**config.mk**
```make
export PLATFORM = sky130hd
export DESIGN_NAME = sevenseg_monitor
export DESIGN_NICKNAME = d
export VERILOG_FILES = /design/src/rtl/sevenseg_pkg.sv /design/src/rtl/seg_to_hex.sv /design/src/rtl/sevenseg_monitor.sv
export SDC_FILE = /design/constraint.sdc
export NUM_CORES = 1
export LEC_CHECK = 0
export ABC_AREA = 1
export CAP_MARGIN = 20
export CORE_MARGIN = 2
export CORE_UTILIZATION = 30
export DETAILED_ROUTE_END_ITERATION = 7
export PLACE_DENSITY = 0.54
export SYNTH_ARGS = -nofsm -noshare
export SYNTH_HDL_FRONTEND = slang
export SYNTH_SLANG_ARGS = --single-unit
```
**constraint.sdc**
```tcl
create_clock -name clk -period 4.6 [get_ports clk]
set_input_delay 1.15 -clock clk [delete_from_list [all_inputs] [get_ports clk]]
set_output_delay 1.15 -clock clk [all_outputs]
set_load 0.01 [all_outputs]
```
**src/rtl/sevenseg_pkg.sv**
```systemverilog
// rtl/sevenseg_pkg.sv - seven-segment pattern constants shared by display driver and monitor
// Purpose: abcdefg (bit 6 = a, bit 0 = g) active-high segment patterns for hex digits 0..F.
// Ports: none (package).
package sevenseg_pkg;

    typedef logic [6:0] seg_code_t;

    localparam seg_code_t SEG_BLANK = 7'h00;
    localparam seg_code_t SEG_HEX_0 = 7'h7E;
    localparam seg_code_t SEG_HEX_1 = 7'h30;
    localparam seg_code_t SEG_HEX_2 = 7'h6D;
    localparam seg_code_t SEG_HEX_3 = 7'h79;
    localparam seg_code_t SEG_HEX_4 = 7'h33;
    localparam seg_code_t SEG_HEX_5 = 7'h5B;
    localparam seg_code_t SEG_HEX_6 = 7'h5F;
    localparam seg_code_t SEG_HEX_7 = 7'h70;
    localparam seg_code_t SEG_HEX_8 = 7'h7F;
    localparam seg_code_t SEG_HEX_9 = 7'h7B;
    localparam seg_code_t SEG_HEX_A = 7'h77;
    localparam seg_code_t SEG_HEX_B = 7'h1F;
    localparam seg_code_t SEG_HEX_C = 7'h4E;
    localparam seg_code_t SEG_HEX_D = 7'h3D;
    localparam seg_code_t SEG_HEX_E = 7'h4F;
    localparam seg_code_t SEG_HEX_F = 7'h47;

endpackage

```
**src/rtl/seg_to_hex.sv**
```systemverilog
// rtl/seg_to_hex.sv - combinational seven-segment pattern to hex decoder
// Purpose: map an abcdefg pattern back to its hex value; flag patterns that are not a hex digit.
// Ports:
//   i_seg   - segment pattern {a,b,c,d,e,f,g}, active-high
//   o_hex   - decoded hex value (0 when illegal)
//   o_legal - 1 when i_seg is one of the 16 hex patterns (blank is illegal)
module seg_to_hex
    import sevenseg_pkg::*;
(
    input  logic [6:0] i_seg,
    output logic [3:0] o_hex,
    output logic       o_legal
);

    always_comb begin
        o_hex   = 4'h0;
        o_legal = 1'b1;
        case (seg_code_t'(i_seg))
            SEG_HEX_0: o_hex = 4'h0;
            SEG_HEX_1: o_hex = 4'h1;
            SEG_HEX_2: o_hex = 4'h2;
            SEG_HEX_3: o_hex = 4'h3;
            SEG_HEX_4: o_hex = 4'h4;
            SEG_HEX_5: o_hex = 4'h5;
            SEG_HEX_6: o_hex = 4'h6;
            SEG_HEX_7: o_hex = 4'h7;
            SEG_HEX_8: o_hex = 4'h8;
            SEG_HEX_9: o_hex = 4'h9;
            SEG_HEX_A: o_hex = 4'hA;
            SEG_HEX_B: o_hex = 4'hB;
            SEG_HEX_C: o_hex = 4'hC;
            SEG_HEX_D: o_hex = 4'hD;
            SEG_HEX_E: o_hex = 4'hE;
            SEG_HEX_F: o_hex = 4'hF;
            default:   o_legal = 1'b0;
        endcase
    end

endmodule

```
**src/rtl/sevenseg_monitor.sv**
```systemverilog
// rtl/sevenseg_monitor.sv - receive side of the multiplexed seven-segment display bus
// Purpose: debounce each digit position's pattern, decode it, and publish complete frames.
// Ports:
//   clk, rst_n   - clock, synchronous active-low reset
//   seg_in       - segment lines {a,b,c,d,e,f,g}, active-high
//   dot_in       - decimal point line
//   dig_sel      - one-hot digit select, bit i = position i
//   value        - last complete frame, nibble i = position i
//   dots         - dot state per position for the last complete frame
//   valid        - at least one complete frame captured since reset
//   frame_done   - one-cycle pulse when value/dots update
//   bad_pattern  - one-cycle pulse after an accepted sample with an illegal code
module sevenseg_monitor
    import sevenseg_pkg::*;
#(
    parameter int NUM_DIGITS = 4,
    parameter int STABLE_CNT = 3
) (
    input  logic                    clk,
    input  logic                    rst_n,
    input  logic [6:0]              seg_in,
    input  logic                    dot_in,
    input  logic [NUM_DIGITS-1:0]   dig_sel,
    output logic [4*NUM_DIGITS-1:0] value,
    output logic [NUM_DIGITS-1:0]   dots,
    output logic                    valid,
    output logic                    frame_done,
    output logic                    bad_pattern
);

    localparam int          TW     = NUM_DIGITS + 8;
    localparam logic [3:0]  STABLE = 4'(STABLE_CNT);

    logic [TW-1:0]           r_prev;
    logic [3:0]              r_cnt;
    logic [NUM_DIGITS-1:0]   r_mask;
    logic [4*NUM_DIGITS-1:0] r_shadow;
    logic [NUM_DIGITS-1:0]   r_shadow_dots;

    logic [TW-1:0]           w_tuple;
    logic                    w_onehot;
    logic                    w_changed;
    logic [3:0]              w_cnt_next;
    logic                    w_accept;
    logic                    w_full;
    logic [NUM_DIGITS-1:0]   w_mask_next;
    seg_code_t               w_seg;
    logic [3:0]              w_hex;
    logic                    w_legal;

    assign w_seg = seg_code_t'(seg_in);

    seg_to_hex u_seg_to_hex (
        .i_seg   (w_seg),
        .o_hex   (w_hex),
        .o_legal (w_legal)
    );

    assign w_tuple   = {dig_sel, seg_in, dot_in};
    assign w_onehot  = (dig_sel != '0) && ((dig_sel & (dig_sel - 1'b1)) == '0);
    assign w_changed = (w_tuple != r_prev);
    assign w_full    = &r_mask;

    always_comb begin
        w_cnt_next = 4'd0;
        if (w_onehot) begin
            if (w_changed)
                w_cnt_next = 4'd1;
            else if (r_cnt >= STABLE)
                w_cnt_next = STABLE;
            else
                w_cnt_next = r_cnt + 4'd1;
        end
    end

    // One accept per stable run. The w_changed term only matters when
    // STABLE_CNT is 1: the count sits at 1 and a fresh tuple must still accept.
    assign w_accept = w_onehot && (w_cnt_next == STABLE) && ((r_cnt != STABLE) || w_changed);

    // A completed frame clears the mask, but an accept on the same edge
    // re-seeds it so that sample counts toward the next frame.
    always_comb begin
        w_mask_next = w_full ? '0 : r_mask;
        if (w_accept) begin
            for (int i = 0; i < NUM_DIGITS; i++) begin
                if (dig_sel[i])
                    w_mask_next[i] = w_legal;
            end
        end
    end

    always_ff @(posedge clk) begin
        if (!rst_n) begin
            r_prev        <= '0;
            r_cnt         <= 4'd0;
            r_mask        <= '0;
            r_shadow      <= '0;
            r_shadow_dots <= '0;
            value         <= '0;
            dots          <= '0;
            valid         <= 1'b0;
            frame_done    <= 1'b0;
            bad_pattern   <= 1'b0;
        end else begin
            r_prev      <= w_tuple;
            r_cnt       <= w_cnt_next;
            r_mask      <= w_mask_next;
            frame_done  <= w_full;
            bad_pattern <= w_accept && !w_legal;
            for (int i = 0; i < NUM_DIGITS; i++) begin
                if (w_accept && w_legal && dig_sel[i]) begin
                    r_shadow[4*i +: 4] <= w_hex;
                    r_shadow_dots[i]   <= dot_in;
                end
            end
            if (w_full) begin
                value <= r_shadow;
                dots  <= r_shadow_dots;
                valid <= 1'b1;
            end
        end
    end

endmodule
```
==> impl_results.md, run 1 <==
- Initial Utilization: 0.309
- End of the worst register-to-register path: r_shadow_dots[3]
- Synthesis-to-finish area growth: 22.8%
- TritonCTS clock tree: done
- Finished Core Util: 0.380
- Number of antenna violations at the first check in global routing: 0
- Depth of the worst register-to-register path: 11
- Number of gates given a new drive strength after cts: 0
- Clk buf depth: 2
- Placed standard-cell area: 3310 µm²
- Mean instance size in the synthesized netlist: 6.94 µm²
- Worst Setup End Kind: register
- Number of warnings reported in the yosys synthesis log: 0
- Die height: 102 µm
- Post-detail-place hpwl: 4560 µm
- Final Net Count: 460
- Count of distinct cell types in the synthesized netlist: 27
- Clock slew at reported path FFs: 70 ps
- Maximum Capacitance Violations: 0
- Overall die area: 10400 µm²
- Power density over cell area: 328 nW/µm²
- Number of input and output port buffers inserted: 36
- Ratio of cells with drive above 1 in the final layout: 0.0867
- Final Skew: 7.05 ps
- Leakage power: 1.61 nW
- Worst r2r src: r_prev[9]
- Synthesized instance count: 414
- Clock Sink Count: 63
- Peak supply drop: 0.000168 V
- Core region area: 9280 µm²
- Setup violation total in the final timing report: 0
- First-pass GRT wire length: 11100 µm
- Antenna diode count: 0
- Maximum number of pins on one net before global-route repair: 47
- Destination of the worst hold path: value[14]
- Inserted Clock Buffers: 9
- Post-synthesis instance area: 2870 µm²
- Final GP Congestion: 0.817
- Unrepaired setup endpoints after global routing: no
- Buffers inserted by post-CTS timing repair: 0
- Critical path data required time: 4830 ps
- Share of the clock period used by the worst path after layout: 0.711
- Total I/O pin count: 37
- Aggregate global routing overflow: 0
- Row count: 35
- Cells after DPL: 563
- Non-Filler Instances: 579
- Vias per std cell: 4.29
- CTS Hold Buffers Added: 0
- Register bit count reported by yosys: 63
- Post-synth top area share: 0.439
- Clock root buffer: clkbuf_8
- Horizontal die dimension: 102 µm
- Total via count after detailed routing: 2484
- Fmax: 0.306 GHz
- Cell depth of the worst hold path: 2
- Rel. slew slack: 0.626
- Residual DRC: 0
- Cell taking the most area after synthesis: dfxtp_1
- Hold Crit Class: reg -> reg
- Router iterations before antenna repair: 4
- Overall Global Routing Usage: 0.137
- Measured slew at the worst slew-check pin: 556 ps
- Drt total wl: 6540 µm
- Kind of start point of the critical path: primary input
- Via count of the first global-routing pass: 2376
- Max FO, Critical Path: 24
- Start point of the worst hold path: r_shadow[14]
- Clock latency on the worst-skew pair: 330 ps
- Register area share after synthesis: 0.439
- Max Slew Vio Count: 0
- Final hold vios: 0
- Number of nets still failing antenna checks after routing: 0
- Largest cells by area after synthesis: dfxtp_1 (44%), nand2_1 (14%), inv_1 (7.8%)
- Critical path type: in -> reg
- H-Tree Level Count: 3
- Fin area: 3530 µm²
- Average wire length per cell after detail routing: 11.3 µm
- Outcome: completed
- Crit path arrival time: 3500 ps
- Register-to-Register Setup Slack: 2570 ps
- Number of DRC markers in iteration 0: 176
- Setup total negative slack: 0 ps
- Final min period: 3270 ps
-- cell type report --
type / instances / area, µm²
fillers: 1000 / 5760
well taps: 129 / 161
clock buffers: 10 / 128
repair buffers: 39 / 383
clock inverters: 6 / 85.1
inverters: 65 / 244
multi-input cells: 267 / 1260
flip-flops and latches: 63 / 1260
-- cells by family after synthesis --
logic type      Yosys count  synth area share
xor+xnor                  4            0.0122
simple gates            215             0.341
fa+ha+maj                 1           0.00435
flops                    63             0.439
other cells               1           0.00131
buf+inv                  85             0.124
compound gates           45            0.0784
-- placed cells by master, fill, tap and decap left out, drive strengths merged --
| cell type | count |
|---|---|
| nand2 | 105 |
| inv | 65 |
| dfxtp | 63 |
| nor2 | 58 |
| clkdlybuf4s50 | 36 |
| nand3 | 30 |
| a21oi | 24 |
| o21ai | 21 |
| nand4 | 12 |
| clkbuf | 10 |
| nor3 | 6 |
| xnor2 | 4 |
| buf | 3 |
| or2 | 2 |
| clkinvlp | 2 |
| bufinv | 2 |
| clkinv | 2 |
| conb | 2 |
| nor4 | 1 |
| nand3b | 1 |
| ha | 1 |
-- state kept, by name, summed over array words and instances, names as in the netlist --
| signal | flops |
|---|---|
| bad_pattern | 1 |
| dots | 4 |
| frame_done | 1 |
| r_cnt | 4 |
| r_mask | 4 |
| r_prev | 12 |
| r_shadow | 16 |
| r_shadow_dots | 4 |
| valid | 1 |
| value | 16 |
-- cells in the mapped netlist --
master and number:
nor2_1 53, buf_2 3, nor4_1 1, nand2_1 105
or2_2 2, nor2_4 3, inv_1 60, conb_1 1
o21ai_0 21, nand4_1 11, buf_6 2, ha_1 1
buf_4 5, nand3_1 25, nand4_4 1, nand3_2 4
nand3b_1 1, clkbuf_1 9, a21oi_1 24, nor2_2 2
inv_2 5, xnor2_1 4, nor3_2 2, dfxtp_1 63
buf_1 1, nand3_4 1, nor3_1 4
-- per-layer routing --
metal / vias up / part of all wire / GRT usage
met5: - / 0 / 0
met3: 11 / 0.046 / 0.0356
li1: 1338 / - / -
met2: 47 / 0.43 / 0.201
met1: 1088 / 0.50 / 0.187
met4: 0 / 0.018 / 0.0656
-- worst max-delay path, stage by stage --
cell	delay [ps]
clkdlybuf4s50_1	700
inv_2	90
nand2_1	70
nand2_1	70
nor2_1	110
nand2_1	90
nor2_4	150
nand4_4	100
nor2_4	460
nand3_2	270
nor2_1	170
nor2_1	60
-- where the power goes --
part | internal, mW | total, mW | switching, mW
registers | 0.552 | 0.555 | 0.00306
clock network | 0.303 | 0.522 | 0.219
logic | 0.0280 | 0.0804 | 0.0524
total | 0.884 | 1.16 | 0.274
-- how the worst max path moves through the flow --
stage / startpoint / end / slack, ps / cells after the start
CTS: dig_sel[3] / r_mask[1] / 1340 / 11
global placement: dig_sel[3] / r_shadow[0] / 1060 / 12
finish: dig_sel[3] / r_shadow_dots[3] / 1330 / 12
global route: dig_sel[3] / r_shadow_dots[3] / 1090 / 13
detailed placement: dig_sel[3] / r_shadow[0] / 1000 / 12
floorplan: dig_sel[2] / r_mask[0] / 2090 / 13
-- stage by stage --
step	total power, mW	hold WS [ps]	setup WS, ps
after global routing	1.21	480	1090
final	1.16	458	1330
after global placement	0.647	450	1060
after detailed placement	0.649	450	996
after CTS	1.17	462	1340
after floorplan	0.625	430	2090
No activity file was read; power rests on OpenSTA's default activity.
==> run 2: changes to the inputs <==
Clock period 4.6 ns to 3.2 ns, I/O delays scaled along.
==> impl_results.md, run 2 (synthesis results as in run 1) <==
- Fmax: 0.370 GHz
- Number of DRC markers in iteration 0: 102
- Synthesis-to-finish area growth: 24.9%
- Fin worst setup slack: 497 ps
- Maximum Capacitance Violations: 0
- Residual DRC: 0
- Kind of start point of the critical path: primary input
- Rel. slew slack: 0.625
- GRT busiest layer: met2
- Ratio of cells with drive above 1 in the final layout: 0.0985
- TritonCTS clock tree: done
- End of the worst register-to-register path: r_shadow_dots[3]
- Global routing usage on met3: 0.0274
- Max FO, Critical Path: 14
- Combinational power share: 0.074
- Clk buf depth: 2
- Sequential share of power: 0.476
- Final GP Congestion: 0.857
- Average wire length per cell after detail routing: 11.4 µm
- Final min period: 2700 ps
- Inserted Clock Buffers: 9
- Power share of the clock group: 0.450
- Die height: 102 µm
- Clock root buffer: clkbuf_8
- Crit path max-delay family: simple AND/OR/NAND/NOR gates
- Critical path type: in -> reg
- Measured slew at the worst slew-check pin: 558 ps
- Cell depth of the worst setup path: 12
- Fillcell total: 1012
- Max Slew Vio Count: 0
- Sequence of cells on the critical path: clkdlybuf4s50_1 -> inv_2 -> nand2_1 -> nand2_1 -> nor2_1 -> nand2_1 -> nor2_4 -> nand4_4 -> nor2_4 -> nand3_2 -> nor2_1 -> nor2_1
- Via count of the first global-routing pass: 2388
- WP buf/inv: 2
- Non-Filler Instances: 586
- Sequential cell area: 1260 µm²
- Switching power summed over all nets: 0.381 mW
- Commonest cells after routing, fill and taps aside: nand2_1 (105), dfxtp_1 (63), inv_1 (60), nor2_1 (53), clkdlybuf4s50_1 (36)
- Worst Setup End Kind: register
- Cell Int Power: 1.30 mW
- Horizontal die dimension: 102 µm
- Clock Sink Count: 63
- Finished Core Util: 0.386
- Register-to-Register Setup Slack: 1290 ps
- Routing usage on met2: 0.214
- Antenna diode count: 0
- Final Net Count: 468
- Cells after DPL: 571
- Final hold vios: 0
- Placed standard-cell area: 3370 µm²
- First-pass GRT wire length: 11500 µm
- Clock slew at reported path FFs: 70 ps
- Maximum number of pins on one net before global-route repair: 30
- Number of antenna violations at the first check in global routing: 0
- Vias per std cell: 4.31
- Post-detail-place hpwl: 4810 µm
- Setup total negative slack: 0 ps
- CTS Hold Buffers Added: 0
- Number of input and output port buffers inserted: 36
- Hold Crit Class: reg -> reg
- H-Tree Level Count: 3
- Power density over cell area: 468 nW/µm²
- Total via count after detailed routing: 2526
- Leakage power: 1.65 nW
- Clock latency on the worst-skew pair: 340 ps
- Worst r2r src: r_cnt[0]
- Drt total wl: 6670 µm
- Router iterations before antenna repair: 4
- Critical path's slowest cell: clkdlybuf4s50_1
- Core region area: 9280 µm²
- Fin area: 3590 µm²
- Overall die area: 10400 µm²
- Unrepaired setup endpoints after global routing: no
- Crit path arrival time: 2940 ps
- Number of nets still failing antenna checks after routing: 0
- Initial Utilization: 0.309
- Total I/O pin count: 37
- Most frequent standard cell in the layout excluding fill and tap cells: nand2_1
- Final Skew: 9.37 ps
- First element of the critical path: seg_in[4]
- Row count: 35
- Regs by FF count: r_shadow: 16 flops, value: 16 flops, r_prev: 12 flops
- Overall Global Routing Usage: 0.142
- Number of gates given a new drive strength after cts: 0
- Share of the clock period used by the worst path after layout: 0.845
- Delay contributed by the slowest stage of the critical path: 610 ps
- Peak supply drop: 0.000235 V
- Worst setup path end: r_shadow_dots[3]
- Depth of the worst register-to-register path: 10
- Met1 global-route usage: 0.198
- Critical path data required time: 3440 ps
- Aggregate global routing overflow: 0
- Worst slack at placement: 134 ps
- Footprint of the multi-input gates: 1260 µm²
- Setup violation total in the final timing report: 0
- Fraction of power spent switching nets: 0.227
- Buffers inserted by post-CTS timing repair: 0
- Outcome: completed
==> run 2: cell types whose count changed in the layout (fill, tap and decap cells not counted), sizes merged <==
cell	previous run	this run
clkbuf	10	12
clkinvlp	2	1
buf	3	11
clkinv	2	0
==> run 2: layer usage <==
layer	share of wire	vias up	routed length, µm
met5	0	-	0
met4	0.020	0	136
met3	0.028	11	190
met2	0.44	40	2910
met1	0.51	1123	3430
li1	-	1352	-
==> run 2: area by class of cell <==
type                    instances  area share
well taps                     129      0.0450
flip-flops and latches         63       0.352
clock buffers                  12      0.0405
repair buffers                 47       0.123
multi-input cells             267       0.353
clock inverters                 3      0.0188
inverters                      65      0.0680
==> run 2: worst reg2reg max path: stages, from the launching register on <==
cell and delay (ps):
dfxtp_1 340, ha_1 170, inv_1 50, nand2_1 70
nor2_1 60, nor2_2 170, nand4_4 130, nor2_4 350
nand3_2 270, nor2_1 160, nor2_1 60
==> run 2: metrics by stage <==
stage	hold slack [ps]	power [mW]
2_1_floorplan	430	0.899
3_3_place_gp	448	0.939
3_5_place_dp	448	0.940
4_1_cts	456	1.69
5_1_grt	481	1.74
6_report	457	1.68
==> run 2: how the worst min path moves through the flow <==
stage	cells after the start	slack [ps]	to	start
final	2	460	dots[3]	r_shadow_dots[3]
after global routing	2	480	dots[3]	r_shadow_dots[3]
after CTS	2	460	dots[3]	r_shadow_dots[3]
after detailed placement	2	450	dots[3]	r_shadow_dots[3]
after global placement	2	450	dots[0]	r_shadow_dots[0]
after floorplan	2	430	dots[3]	r_shadow_dots[3]
==> run 2: power groups by stage <==
stage	Combinational (mW)	Clock (mW)	Sequential (mW)
after floorplan	0.0832	0	0.816
after global placement	0.123	0	0.816
after detailed placement	0.124	0	0.816
after CTS	0.125	0.772	0.798
after global routing	0.140	0.805	0.799
final	0.124	0.755	0.798
==> run 3: changes to the inputs <==
Clock period 3.2 ns to 2.55 ns, I/O delays scaled along.
==> impl_results.md, run 3 (synthesis results as in run 1) <==
- Final GP Congestion: 0.898
- Fmax: 0.415 GHz
- Overall Global Routing Usage: 0.141
- Antenna diode count: 0
- End of the worst register-to-register path: value[15]
- Final min period: 2410 ps
- Regs by FF count: r_shadow: 16 flops, value: 16 flops, r_prev: 12 flops
- Leakage power: 1.71 nW
- Number of nets still failing antenna checks after routing: 0
- Die height: 102 µm
- Cell depth of the worst hold path: 2
- Power share of the clock group: 0.399
- Rel. slew slack: 0.529
- Number of antenna violations at the first check in global routing: 0
- Register-to-Register Setup Slack: 700 ps
- Final Skew: 10.8 ps
- Row count: 35
- Crit path arrival time: 2610 ps
- First-pass GRT wire length: 11400 µm
- Power density over cell area: 530 nW/µm²
- Vias per std cell: 4.40
- TritonCTS clock tree: done
- Number of input and output port buffers inserted: 36
- Switching power summed over all nets: 0.504 mW
- Worst Setup End Kind: register
- Critical path type: in -> reg
- Kind of start point of the critical path: primary input
- WP buf/inv: 3
- Non-Filler Instances: 601
- Clk buf depth: 2
- Peak supply drop: 0.000223 V
- Outcome: completed
- Fraction of power spent switching nets: 0.259
- Clock latency on the worst-skew pair: 340 ps
- Crit path max-delay family: simple AND/OR/NAND/NOR gates
- Clock root buffer: clkbuf_8
- Clock slew at reported path FFs: 70 ps
- Sequence of cells on the critical path: clkdlybuf4s50_1 -> inv_2 -> nand2_1 -> nand2_1 -> nand2_1 -> nand2_1 -> nor2_2 -> nand4_4 -> nor2_4 -> buf_4 -> nand2_1 -> nand3_1 -> a21oi_1
- Synthesis-to-finish area growth: 27.6%
- Minimum hold slack: 454 ps
- Inserted Clock Buffers: 9
- Total I/O pin count: 37
- Via count of the first global-routing pass: 2474
- Destination of the worst hold path: value[14]
- Commonest cells after routing, fill and taps aside: nand2_1 (105), dfxtp_1 (63), inv_1 (60), nor2_1 (53), clkdlybuf4s50_1 (35)
- Total via count after detailed routing: 2642
- Worst slack at placement: -200 ps
- Maximum number of pins on one net before global-route repair: 28
- Cell Int Power: 1.44 mW
- Fin worst setup slack: 143 ps
- Max FO, Critical Path: 11
- Most frequent standard cell in the layout excluding fill and tap cells: nand2_1
- Router iterations before antenna repair: 4
- Most prevalent standard cell on the critical path: nand2_1
- Setup violation total in the final timing report: 0
- Clock Sink Count: 63
- Core region area: 9280 µm²
- Unrepaired setup endpoints after global routing: yes
- H-Tree Level Count: 3
- Final hold vios: 0
- Residual DRC: 0
- Max Slew Vio Count: 0
- Average wire length per cell after detail routing: 11.2 µm
- Initial Utilization: 0.309
- Horizontal die dimension: 102 µm
- Critical path's slowest cell: clkdlybuf4s50_1
- Drt total wl: 6760 µm
- Sequential share of power: 0.516
- Post-detail-place hpwl: 4900 µm
- Depth of the worst register-to-register path: 5
- Buffers inserted by post-CTS timing repair: 0
- Delay contributed by the slowest stage of the critical path: 610 ps
- Hold Crit Class: reg -> reg
- Maximum Capacitance Violations: 0
- Cells after DPL: 585
- Measured slew at the worst slew-check pin: 701 ps
- Critical path data required time: 2760 ps
- Start point of the worst hold path: r_shadow[14]
- Number of DRC markers in iteration 0: 90
- Combinational power share: 0.085
- Overall die area: 10400 µm²
- Share of the clock period used by the worst path after layout: 0.944
- Aggregate global routing overflow: 0
- Worst r2r src: r_mask[0]
- Ratio of cells with drive above 1 in the final layout: 0.129
- Final Net Count: 482
[run 3: worst max-delay path by stage]
stage	from	endpoint	slack [ps]	depth (start not counted)
final	dig_sel[3]	r_mask[0]	140	13
after global routing	seg_in[0]	r_shadow[2]	-30	13
after CTS	seg_in[3]	r_shadow[15]	160	10
after detailed placement	seg_in[3]	r_shadow[15]	-200	10
after global placement	seg_in[3]	r_shadow[15]	-160	10
after floorplan	dig_sel[2]	r_mask[0]	550	13
[run 3: metrics by stage]
stage | total power, mW | instance area, µm² | TNS (ps) | utilization
global placement | 1.19 | 3480 | -3120 | 0.375
floorplan | 1.13 | 2880 | 0 | -
finish | 1.94 | 3660 | 0 | 0.395
global route | 2.03 | 3660 | -106 | 0.395
CTS | 1.96 | 3650 | 0 | 0.394
detailed placement | 1.19 | 3480 | -3830 | 0.375
[run 3: power groups by stage]
stage | Combinational (mW) | Clock (mW) | Sequential (mW)
6_report | 0.166 | 0.774 | 1.00
5_1_grt | 0.186 | 0.836 | 1.00
4_1_cts | 0.167 | 0.796 | 1.00
3_5_place_dp | 0.166 | 0 | 1.02
3_3_place_gp | 0.164 | 0 | 1.02
2_1_floorplan | 0.104 | 0 | 1.02
[run 3: area by class of cell]
type,instances,area (µm²)
Fill cell,1040,5620
Multi-Input combinational cell,267,1270
Sequential cell,63,1260
Timing Repair Buffer,61,551
Inverter,65,244
Tap cell,129,161
Clock buffer,11,141
Clock inverter,5,33.8
[run 3: worst reg2reg max path, cell delays in order (launching register included)]
cell and delay (ps):
dfxtp_1 330, inv_1 50, nor4_2 650, inv_1 410, nor2_1 230, nor2_1 70
[run 3: what timing repair did]
action / CTS / global route
hold buffers: 0 / 0
gates resized for setup: 0 / 2
setup endpoints to repair: 0 / 9
[run 3: routing by layer]
layer	track usage	part of all wire
met1	0.183	0.49
met4	0.0615	0.018
met3	0.0294	0.035
met5	0	0
met2	0.227	0.46
